$ cat config.mk
export PLATFORM = sky130hd
export DESIGN_NAME = mc_sequencer
export DESIGN_NICKNAME = d
export VERILOG_FILES = /design/src/rtl/mc_sequencer.sv
export SDC_FILE = /design/constraint.sdc
export NUM_CORES = 1
export LEC_CHECK = 0
export CAP_MARGIN = 20
export CORE_AREA = 2 2 84 86
export DETAILED_ROUTE_END_ITERATION = 10
export DIE_AREA = 0 0 86 88
export DONT_BUFFER_PORTS = 1
export HOLD_SLACK_MARGIN = 0.08
export PLACE_DENSITY = 0.87
export SLEW_MARGIN = 0
export SYNTH_ARGS = -nofsm -noshare
export SYNTH_HDL_FRONTEND = slang
export SYNTH_SLANG_ARGS = --single-unit
$ cat constraint.sdc
create_clock -name clk_i -period 5.7 [get_ports clk_i]
set_clock_uncertainty 0.05 [all_clocks]
set_input_delay 0.285 -clock clk_i [delete_from_list [all_inputs] [get_ports clk_i]]
set_output_delay 0.285 -clock clk_i [all_outputs]
set_load 0.05 [all_outputs]
$ cat src/rtl/mc_sequencer.sv
// Multi-cycle instruction sequencer: walks each instruction through IF/ID/EXE/MEM/WB,
// waits on memory handshakes with an optional timeout, and keeps retire/stall counters.
`timescale 1ns/1ps
module mc_sequencer #(
   parameter int TIMEOUT    = 15,
   parameter int CNT_W      = 4,
   parameter int EN_TIMEOUT = 1,
   parameter int PERF_W     = 32
) (
   input  logic              clk_i,
   input  logic              rst_ni,
   input  logic [2:0]        cls_i,
   input  logic              imem_ack_i,
   input  logic              dmem_ack_i,
   input  logic              go_i,
   output logic [2:0]        state_o,
   output logic              imem_req_o,
   output logic              dmem_req_o,
   output logic              dmem_we_o,
   output logic              ir_wre_o,
   output logic              reg_wre_o,
   output logic              pc_wre_o,
   output logic              retire_o,
   output logic              halted_o,
   output logic              err_o,
   output logic [PERF_W-1:0] instret_o,
   output logic [PERF_W-1:0] stall_cnt_o
);

   typedef enum logic [2:0] {
      S_IF   = 3'd0,
      S_ID   = 3'd1,
      S_EXE  = 3'd2,
      S_MEM  = 3'd3,
      S_WB   = 3'd4,
      S_HALT = 3'd5,
      S_ERR  = 3'd6
   } state_t;

   localparam logic [2:0] CLS_ALU    = 3'd0;
   localparam logic [2:0] CLS_LOAD   = 3'd1;
   localparam logic [2:0] CLS_STORE  = 3'd2;
   localparam logic [2:0] CLS_BRANCH = 3'd3;
   localparam logic [2:0] CLS_JUMP   = 3'd4;
   localparam logic [2:0] CLS_HALT   = 3'd5;

   state_t             state_q;
   logic [2:0]         cls_q;
   logic [CNT_W-1:0]   wait_q;
   logic [PERF_W-1:0]  instret_q, instret_d;
   logic [PERF_W-1:0]  stall_q, stall_d;

   logic wait_state, cur_ack, stall_cyc, timeout_hit, retire_int;

   assign wait_state  = (state_q == S_IF) || (state_q == S_MEM);
   assign cur_ack     = ((state_q == S_IF) && imem_ack_i) || ((state_q == S_MEM) && dmem_ack_i);
   assign stall_cyc   = wait_state && !cur_ack;
   assign timeout_hit = (EN_TIMEOUT != 0) && (wait_q == CNT_W'(TIMEOUT));

   assign retire_int = ((state_q == S_ID)  && (cls_i == CLS_JUMP))
                    || ((state_q == S_EXE) && (cls_q == CLS_BRANCH))
                    || ((state_q == S_MEM) && dmem_ack_i && (cls_q == CLS_STORE))
                    ||  (state_q == S_WB);

   // Saturating performance counters
   assign instret_d = (retire_int && (instret_q != '1)) ? instret_q + 1'b1 : instret_q;
   assign stall_d   = (stall_cyc && (stall_q != '1)) ? stall_q + 1'b1 : stall_q;

   // The reset state is IF, so requests and strobes must be masked while reset is held
   assign imem_req_o  = rst_ni && (state_q == S_IF);
   assign dmem_req_o  = rst_ni && (state_q == S_MEM);
   assign dmem_we_o   = dmem_req_o && (cls_q == CLS_STORE);
   assign ir_wre_o    = rst_ni && (state_q == S_IF) && imem_ack_i;
   assign reg_wre_o   = rst_ni && (state_q == S_WB);
   assign pc_wre_o    = rst_ni && retire_int;
   assign retire_o    = rst_ni && retire_int;
   assign halted_o    = (state_q == S_HALT);
   assign err_o       = (state_q == S_ERR);
   assign state_o     = state_q;
   assign instret_o   = instret_q;
   assign stall_cnt_o = stall_q;

   always_ff @(posedge clk_i or negedge rst_ni) begin
      if (!rst_ni) begin
         state_q   <= S_IF;
         cls_q     <= CLS_ALU;
         wait_q    <= '0;
         instret_q <= '0;
         stall_q   <= '0;
      end else begin
         instret_q <= instret_d;
         stall_q   <= stall_d;

         if (!wait_state || cur_ack)
            wait_q <= '0;
         else if (!timeout_hit)
            wait_q <= wait_q + 1'b1;

         case (state_q)
            S_IF: begin
               if (imem_ack_i)       state_q <= S_ID;
               else if (timeout_hit) state_q <= S_ERR;
            end
            S_ID: begin
               cls_q <= cls_i;
               case (cls_i)
                  CLS_JUMP:               state_q <= S_IF;
                  CLS_HALT:               state_q <= S_HALT;
                  3'd6, 3'd7:             state_q <= S_ERR;
                  default:                state_q <= S_EXE;
               endcase
            end
            S_EXE: begin
               case (cls_q)
                  CLS_BRANCH:             state_q <= S_IF;
                  CLS_LOAD, CLS_STORE:    state_q <= S_MEM;
                  default:                state_q <= S_WB;
               endcase
            end
            S_MEM: begin
               if (dmem_ack_i)       state_q <= (cls_q == CLS_STORE) ? S_IF : S_WB;
               else if (timeout_hit) state_q <= S_ERR;
            end
            S_WB:    state_q <= S_IF;
            S_HALT:  if (go_i) state_q <= S_IF;
            S_ERR:   state_q <= S_ERR;
            default: state_q <= S_ERR;
         endcase
      end
   end

endmodule

Word level (Yosys, flattened, before mapping)
Index checks and enable logic that the tools add are counted.
Storage, ports and cells
  register bits: 74
  logic and storage cells: 61
  input port bits: 8
Operators by class
  equality and inequality tests: 18
  reduce and logical (&&, ||, !) cells: 25
  mux-type cells: 10
  add/sub/neg operators: 3
Operators by type and width (number)
  $add 32x1->32 const B: 2
  $ne 32x32->1 const B: 2
  $eq 3x3->1 const B: 7
  $pmux 3 s6: 1
  $mux 3: 5
  $logic_and 1x1->1: 14
  $eq 3x2->1 const B: 4
  $pmux 3 s3: 1
  $mux 4: 2
  $eq 3x1->1 const B: 2
  $logic_or 1x1->1: 6
  $pmux 3 s2: 1
  $add 4x1->4 const B: 1
  $eq 4x4->1 const B: 1
  $reduce_or 2->1: 2
  $logic_not 3->1: 1
  $logic_not 1->1: 2
  $ne 2x1->1 const B: 1
  $ne 2x2->1 const B: 1

Longest topological paths before layout
Gate-level depths: netlist of run 1.
  depth in word-level cells: 6
  mapped depth: 7
  gate-level depth less buffers: 6

Least setup slack after synthesis of run 1
OpenSTA, ideal clock, no wires.
  kind: reg2out
  from: register state_q[1], in the netlist state_o[1]
  to: output dmem_we_o
  arrival time: 2.836 ns
  data required time: 5.365 ns
  stages on the path, launching flop included: 5
  path buffers: 1
  setup slack: 2.529 ns
  cells stage by stage: dfrtp_1 buf_2 nor2b_1 and3_1 nor3b_1
Between the ends
  cells in the longest elaborated chain, start to end: 3
Ends and longest elaborated chain
  start: declaration: RTL line 47  | state_t state_q;
  start signal: assignment: RTL line 121  | if (dmem_ack_i) state_q <= (cls_q == CLS_STORE) ? S_IF : S_WB;
  $eq 3x2->1: RTL line 71  | assign dmem_req_o = rst_ni && (state_q == S_MEM);
  $logic_and 1x1->1: RTL line 71
  named net dmem_req_o: RTL line 18  | output logic dmem_req_o,
  $logic_and 1x1->1: RTL line 72  | assign dmem_we_o = dmem_req_o && (cls_q == CLS_STORE);
  end: declaration: RTL line 19  | output logic dmem_we_o,
The timed path passes the listed nets, and every way through them passes these cells.

Final worst setup path of run 1
  from: register state_q[0], in the netlist state_o[0]
  to: output pc_wre_o
Between the ends
  cells in the longest elaborated chain, start to end: 6
  elaborated cells on any way between the ends: 12
  those cells by class: eq/ne: 4; reduce/logical: 8
Ends and longest elaborated chain
  $eq 3x1->1, or another cell as far along: RTL line 60  | assign retire_int = ((state_q == S_ID) && (cls_i == CLS_JUMP))
  $logic_and 1x1->1, on equally long branches: RTL line 60, 61, 62
  $logic_or 1x1->1 / $logic_and 1x1->1 (equally long branches): RTL line 61, 62
  $logic_or 1x1->1: RTL line 62  | || ((state_q == S_MEM) && dmem_ack_i && (cls_q == CLS_STORE))
  $logic_or 1x1->1 (*): RTL line 63  | || (state_q == S_WB);
  $logic_and 1x1->1 (*): RTL line 75  | assign pc_wre_o = rst_ni && retire_int;
  end: declaration: RTL line 22  | output logic pc_wre_o,
Every way passes the cells marked *; elsewhere a longest branch is shown, timed or not.

==> results of run 1 <==
## synthesized netlist by cell type (2+ instances only)
cell type and instances:
dfrtp_1 74, xnor2_1 40, nand3_1 36, nand4_1 30, nand2_1 23, nor2_1 22, and3_1 19, nor3_1 19
xor2_1 17, and4_1 10, clkbuf_1 7, mux2_2 7, and2_1 6, buf_2 6, inv_1 6, nand2b_1 5
o21ai_0 5, nor4_1 4, o211ai_1 4, or3_1 4, ha_1 3, or4_1 3, a41oi_1 2, mux2i_1 2
nor3_2 2, nor3b_1 2, nor4b_1 2, or4_4 2, xnor2_2 2
## flip-flops by register name, indices dropped and copies added (netlist names)
name,count
wait_q,4
state_o,3
instret_o,32
cls_q,3
stall_cnt_o,32
## how the worst min path moves through the flow
| stage | endpoint | slack (ns) | cells past startpoint |
|---|---|---|---|
| CTS | state_o[2] | 0.14 | 3 |
| floorplan | cls_q[0] | -0.06 | 0 |
| finish | state_o[2] | 0.15 | 3 |
| global route | state_o[2] | 0.16 | 3 |
| detailed placement | instret_o[26] | -0.06 | 0 |
| global placement | instret_o[26] | -0.06 | 0 |
## through the flow
step,std cells,worst slack (ns)
2_1_floorplan,385,2.53
3_3_place_gp,451,2.72
3_5_place_dp,451,2.66
4_1_cts,473,2.28
5_1_grt,473,2.15
6_report,473,2.29
## logic make-up after synthesis
| family | after synthesis | share of synthesized area [%] |
|---|---|---|
| AO/OA/AOI/OAI | 23 | 4.81 |
| flip-flops | 74 | 47.2 |
| XOR/XNOR | 59 | 13.5 |
| multiplexers | 9 | 2.52 |
| buffers and inverters | 21 | 2.49 |
| AND/OR/NAND/NOR | 196 | 28.5 |
| adder cells (fa/ha/maj) | 3 | 0.956 |
## worst register-to-register path: cells and delay by family, from the launching register on
kind / cells / cell delay, ns
and+or+nand+nor: 4 / 1.54
DFF: 1 / 0.71
muxes: 1 / 0.35
adders and majority gates: 1 / 0.27
## placed cells by master (no fill, tap or decap), drive strengths merged, types with 6 or more instances in the layout
cell / count
and4: 10
xor2: 17
nor2: 22
nand3: 36
nand2: 23
mux2: 7
nor3: 21
xnor2: 42
dfrtp: 74
nand4: 30
clkbuf: 10
and2: 6
and3: 19
inv: 6
## routing by layer
layer | vias up | track usage, % | share of wire, %
met5 | - | 0 | 0
met2 | 120 | 39.3 | 49
li1 | 1415 | - | -
met1 | 1489 | 27.7 | 42
met4 | 0 | 10.4 | 1.8
met3 | 18 | 7.16 | 7.4
## area by class of cell
| type | instances | share of cell area (%) |
|---|---|---|
| Tap cell | 80 | 2.35 |
| Clock buffer | 10 | 3.00 |
| Inverter | 6 | 0.529 |
| Multi-Input combinational cell | 290 | 46.5 |
| Clock inverter | 6 | 2.14 |
| Sequential cell | 74 | 43.5 |
| Timing Repair Buffer | 7 | 2.00 |
## where the power goes
part	switching (mW)	leakage, nW	total [mW]	internal (mW)
Combinational	0.0115	0.700	0.0170	0.00547
Clock	0.203	0.0987	0.450	0.247
Sequential	0.00403	0.957	0.529	0.525
Total	0.218	1.76	0.996	0.778
==> impl_metrics.tcl, run 1 <==
set metrics [dict create \
    firstDrtPassIters 7 \
    insertion_delay_ns 0.35 \
    finalCritPeriodShare_pct 59.9 \
    dpl_cell_area_um2 3960 \
    post_cts.repair.setup_buffers 0 \
    reg2reg_slack_ns 2.67 \
    cp_cell_sequence "or4b_1 -> o22ai_2 -> or2_2 -> and2_1" \
    syn_avg_cell_area_um2 10.2 \
    drive_above_1_share_pct 9.67 \
    p_leak_nw 1.76 \
    synthTopCellsByArea "dfrtp_1, xnor2_1, nand4_1" \
    synth_edf_count 0 \
    ys_types 50 \
    vdd.ir_drop.worst_mv 0.128 \
    stdcell_area_um2 4260 \
    coreArea_um2 6640 \
    antenna_found_initial 0 \
    wire_per_inst_um 17.9 \
    ys_seq_area_share_pct 47.2 \
    hpwl_um 5820 \
    io_pins 84 \
    whs_ns 0.148 \
    crit_family "simple AND/OR/NAND/NOR gates" \
    regArea_um2 1850 \
    rows 30 \
    drv_cap 0 \
    cp_slowest_cell "dfrtp_1" \
    syn_area_um2 3930 \
    worstSetupPathDepth 4 \
    fmax_ghz 0.293 \
    h-tree-depth 3 \
    cp-end-kind "output pin" \
    p_per_area_nw_per_um2 234 \
    diodes 0 \
    grtUsageTotal_pct 23.4 \
    synth_ff_type "dfrtp_1" \
    drc 0 \
    postCtsResizedCells 0 \
    ys_seq_elements 74 \
    die_h_um 88 \
    dieArea_um2 7570 \
    cp.required_ns 5.37 \
    maxSlewViolCount 0 \
    hold_violations 0 \
    fin_crit_ns 3.41 \
    r2r-start "instret_o[0]" \
    crit_type "reg2out" \
    area_growth_pct 8.51 \
    hold_path_class "in2reg" \
    yosysWarnings 0 \
    antenna_left 0 \
    setup_viol 0 \
    crit_arrival_ns 3.08 \
    synth_top_area_share_pct 47.2 \
    slew_headroom_pct 36.7 \
    cpPeakStageDelay_ns 0.89 \
    reg2reg_depth 6 \
    multiInputGateArea_um2 1980 \
    clock_sinks 74 \
    async_flop_share_pct 100 \
    min_from "go_i" \
    clock_path_buffers 2 \
    tritoncts "built" \
    via_count 3042 \
    syn_nets 396 \
    drt_wl_total_um 8470 \
    finalPower_uw 996 \
    worstSetupStartpointType "flip-flop" \
    rsz0062_at_grt "false" \
    startpoint "state_o[0]" \
    synthCells 385 \
    layout.nets 399 \
    path_buf_inv 0 \
    grt_pass1_wl_um 13900 \
    ctsHoldBuffers 6 \
    cp_max_fo 20 \
    finalSetupTns_ns 0 \
    globalplace.congestion 0.897 \
    portBuffers 0 \
    grt_max_degree 75 \
    start_util_pct 59.1 \
    worst_pin_slew_ns 0.956 \
    crit_end "pc_wre_o" \
    grt_pass1_vias 2968 \
    synth_top_area_cell "dfrtp_1" \
    grt_overflow 0 \
    fin_util_pct 64.1 \
    clkTransAtPathRegs_ns 0.08 \
    clockRootBuffer "clkbuf_8" \
    dieWidth_um 86 \
    drt_iter0_drc 177 \
    cts_buffers 9 \
    r2r_end "instret_o[1]" \
    nFillCells 503 \
    status "finished clean" \
    vias_per_cell 6.43 \
]
Note: power is estimated with default switching activity, not from simulation.
==> inputs of run 2 (changes only) <==
==> constraint.sdc (replaced) <==
create_clock -name clk_i -period 3.4 [get_ports clk_i]
set_clock_uncertainty 0.05 [all_clocks]
set_input_delay 0.17 -clock clk_i [delete_from_list [all_inputs] [get_ports clk_i]]
set_output_delay 0.17 -clock clk_i [all_outputs]
set_load 0.05 [all_outputs]
==> run 2 against run 1 <==
Clock power rose by 52%. Count of clock-buffer cells in the layout fell by 1. Critical path type unchanged. Routed wire length rose by 4.9%. Highest routed layer unchanged.
==> impl_metrics.tcl, run 2 (synthesized netlist as in run 1, its figures left out) <==
set metrics [dict create \
    stdcell_area_um2 4430 \
    crit_type "reg2out" \
    vias_per_cell 6.38 \
    crit_family "simple AND/OR/NAND/NOR gates" \
    clock_sinks 74 \
    place_inst 473 \
    cp_max_fo 20 \
    antenna_left 0 \
    area_growth_pct 12.8 \
    die_h_um 88 \
    cts_buffers 9 \
    cp-end-kind "output pin" \
    io_pins 84 \
    dieWidth_um 86 \
    p_per_area_nw_per_um2 361 \
    reg2reg_slack_ns 0.74 \
    dieArea_um2 7570 \
    clockRootBuffer "clkbuf_8" \
    p_leak_nw 1.88 \
    portBuffers 0 \
    p_int_mw 1.23 \
    finalSetupTns_ns 0 \
    h-tree-depth 3 \
    rsz0062_at_grt "false" \
    cp.required_ns 3.18 \
    wire_per_inst_um 17.8 \
    hpwl_um 5990 \
    pwr-share-seq_pct 55.4 \
    clkTransAtPathRegs_ns 0.08 \
    coreArea_um2 6640 \
    path_buf_inv 1 \
    status "finished clean" \
    fmax_ghz 0.350 \
    grt_pass1_vias 3064 \
    layout.nets 424 \
    postCtsResizedCells 0 \
    firstDrtPassIters 5 \
    cpPeakStageDelay_ns 0.69 \
    grtUsageTotal_pct 24.4 \
    crit_arrival_ns 2.64 \
    vdd.ir_drop.worst_mv 0.310 \
    dpl_cell_area_um2 4130 \
    layout_common_cells "dfrtp_1, xnor2_1, nand3_1" \
    drt_iter0_drc 147 \
    fin_crit_ns 2.86 \
    insertion_delay_ns 0.34 \
    drc 0 \
    worst_pin_slew_ns 0.878 \
    globalplace.congestion 0.838 \
    switching_share_pct 23.2 \
    nFillCells 492 \
    grt_overflow 0 \
    drt_wl_total_um 8880 \
    cp_cell_sequence "or4b_1 -> o22ai_2 -> or2_2 -> and2_1 -> buf_4" \
    clock_path_buffers 2 \
    hold_path_class "in2reg" \
    worstSetupStartpointType "flip-flop" \
    finalPower_mw 1.60 \
    hold_violations 0 \
    start_util_pct 59.1 \
    clock_power_share_pct 42.6 \
    setup_viol 0 \
    comb_power_share_pct 1.9 \
    final_common_cell "dfrtp_1" \
    rows 30 \
    stdcell_count 498 \
    maxSlewViolCount 0 \
    tritoncts "built" \
    antenna_found_initial 0 \
    switching_power_uw 372 \
    drv_cap 0 \
    via_count 3176 \
    finalCritPeriodShare_pct 84.1 \
    grt_pass1_wl_um 14700 \
    diodes 0 \
    drive_above_1_share_pct 14.6 \
    cp_slowest_cell "dfrtp_1" \
    slew_headroom_pct 41.2 \
    grt_max_degree 75 \
]
==> run 2: per-layer routing <==
metal	routed length (µm)	GRT usage (%)	vias up
li1	-	-	1461
met1	3620	30.0	1565
met2	4410	40.3	133
met3	698	7.73	17
met4	155	9.38	0
met5	0	0	-
==> run 2: final timing paths <==
kind | startpoint | to | depth (start not counted)
setup reg to reg | instret_o[1] | instret_o[29] | 6
setup / recovery | state_o[1] | pc_wre_o | 5
min in group asynchronous | rst_ni | instret_o[19] | 2
hold reg to reg | cls_q[2] | cls_q[2] | 1
hold / removal | cls_i[1] | state_o[1] | 3
max in group asynchronous | rst_ni | stall_cnt_o[27] | 2
==> run 2: power groups by stage <==
| stage | combinational [mW] | clock (mW) | sequential, mW |
|---|---|---|---|
| after CTS | 0.0314 | 0.693 | 0.887 |
| after global placement | 0.00375 | 0 | 0.905 |
| after detailed placement | 0.00385 | 0 | 0.905 |
| after global routing | 0.0357 | 0.732 | 0.887 |
| final | 0.0306 | 0.682 | 0.887 |
| after floorplan | 0.00329 | 0 | 0.904 |
==> run 2: cell type report <==
class                   count  area, µm²  area share (%)
inverters                   6       22.5           0.509
well taps                  80        100            2.26
clock buffers               9        124            2.80
clock inverters             7       68.8            1.55
repair buffers             32        280            6.33
flip-flops and latches     74       1850            41.8
multi-input cells         290       1980            44.7
==> run 2: timing repair <==
item                      4_1_cts  5_1_grt
buffers inserted                0        0
hold endpoints to repair       80        0
hold buffers                    9        0
==> run 2: worst reg2reg max path: stages (launching register included) <==
cell and delay (ns):
dfrtp_1 0.70, ha_1 0.26, and3_1 0.21, nor3b_2 0.49, and4_1 0.52, nor4b_1 0.13
xor2_1 0.17
==> run 2: stage by stage <==
stage          hold slack, ns  worst slack (ns)  utilization, %
2_1_floorplan          -0.176             0.344               -
3_3_place_gp           -0.174             0.872            62.1
3_5_place_dp           -0.174             0.800            62.1
4_1_cts                 0.113             0.545            66.6
5_1_grt                 0.122             0.422            66.6
6_report                0.108             0.541            66.6
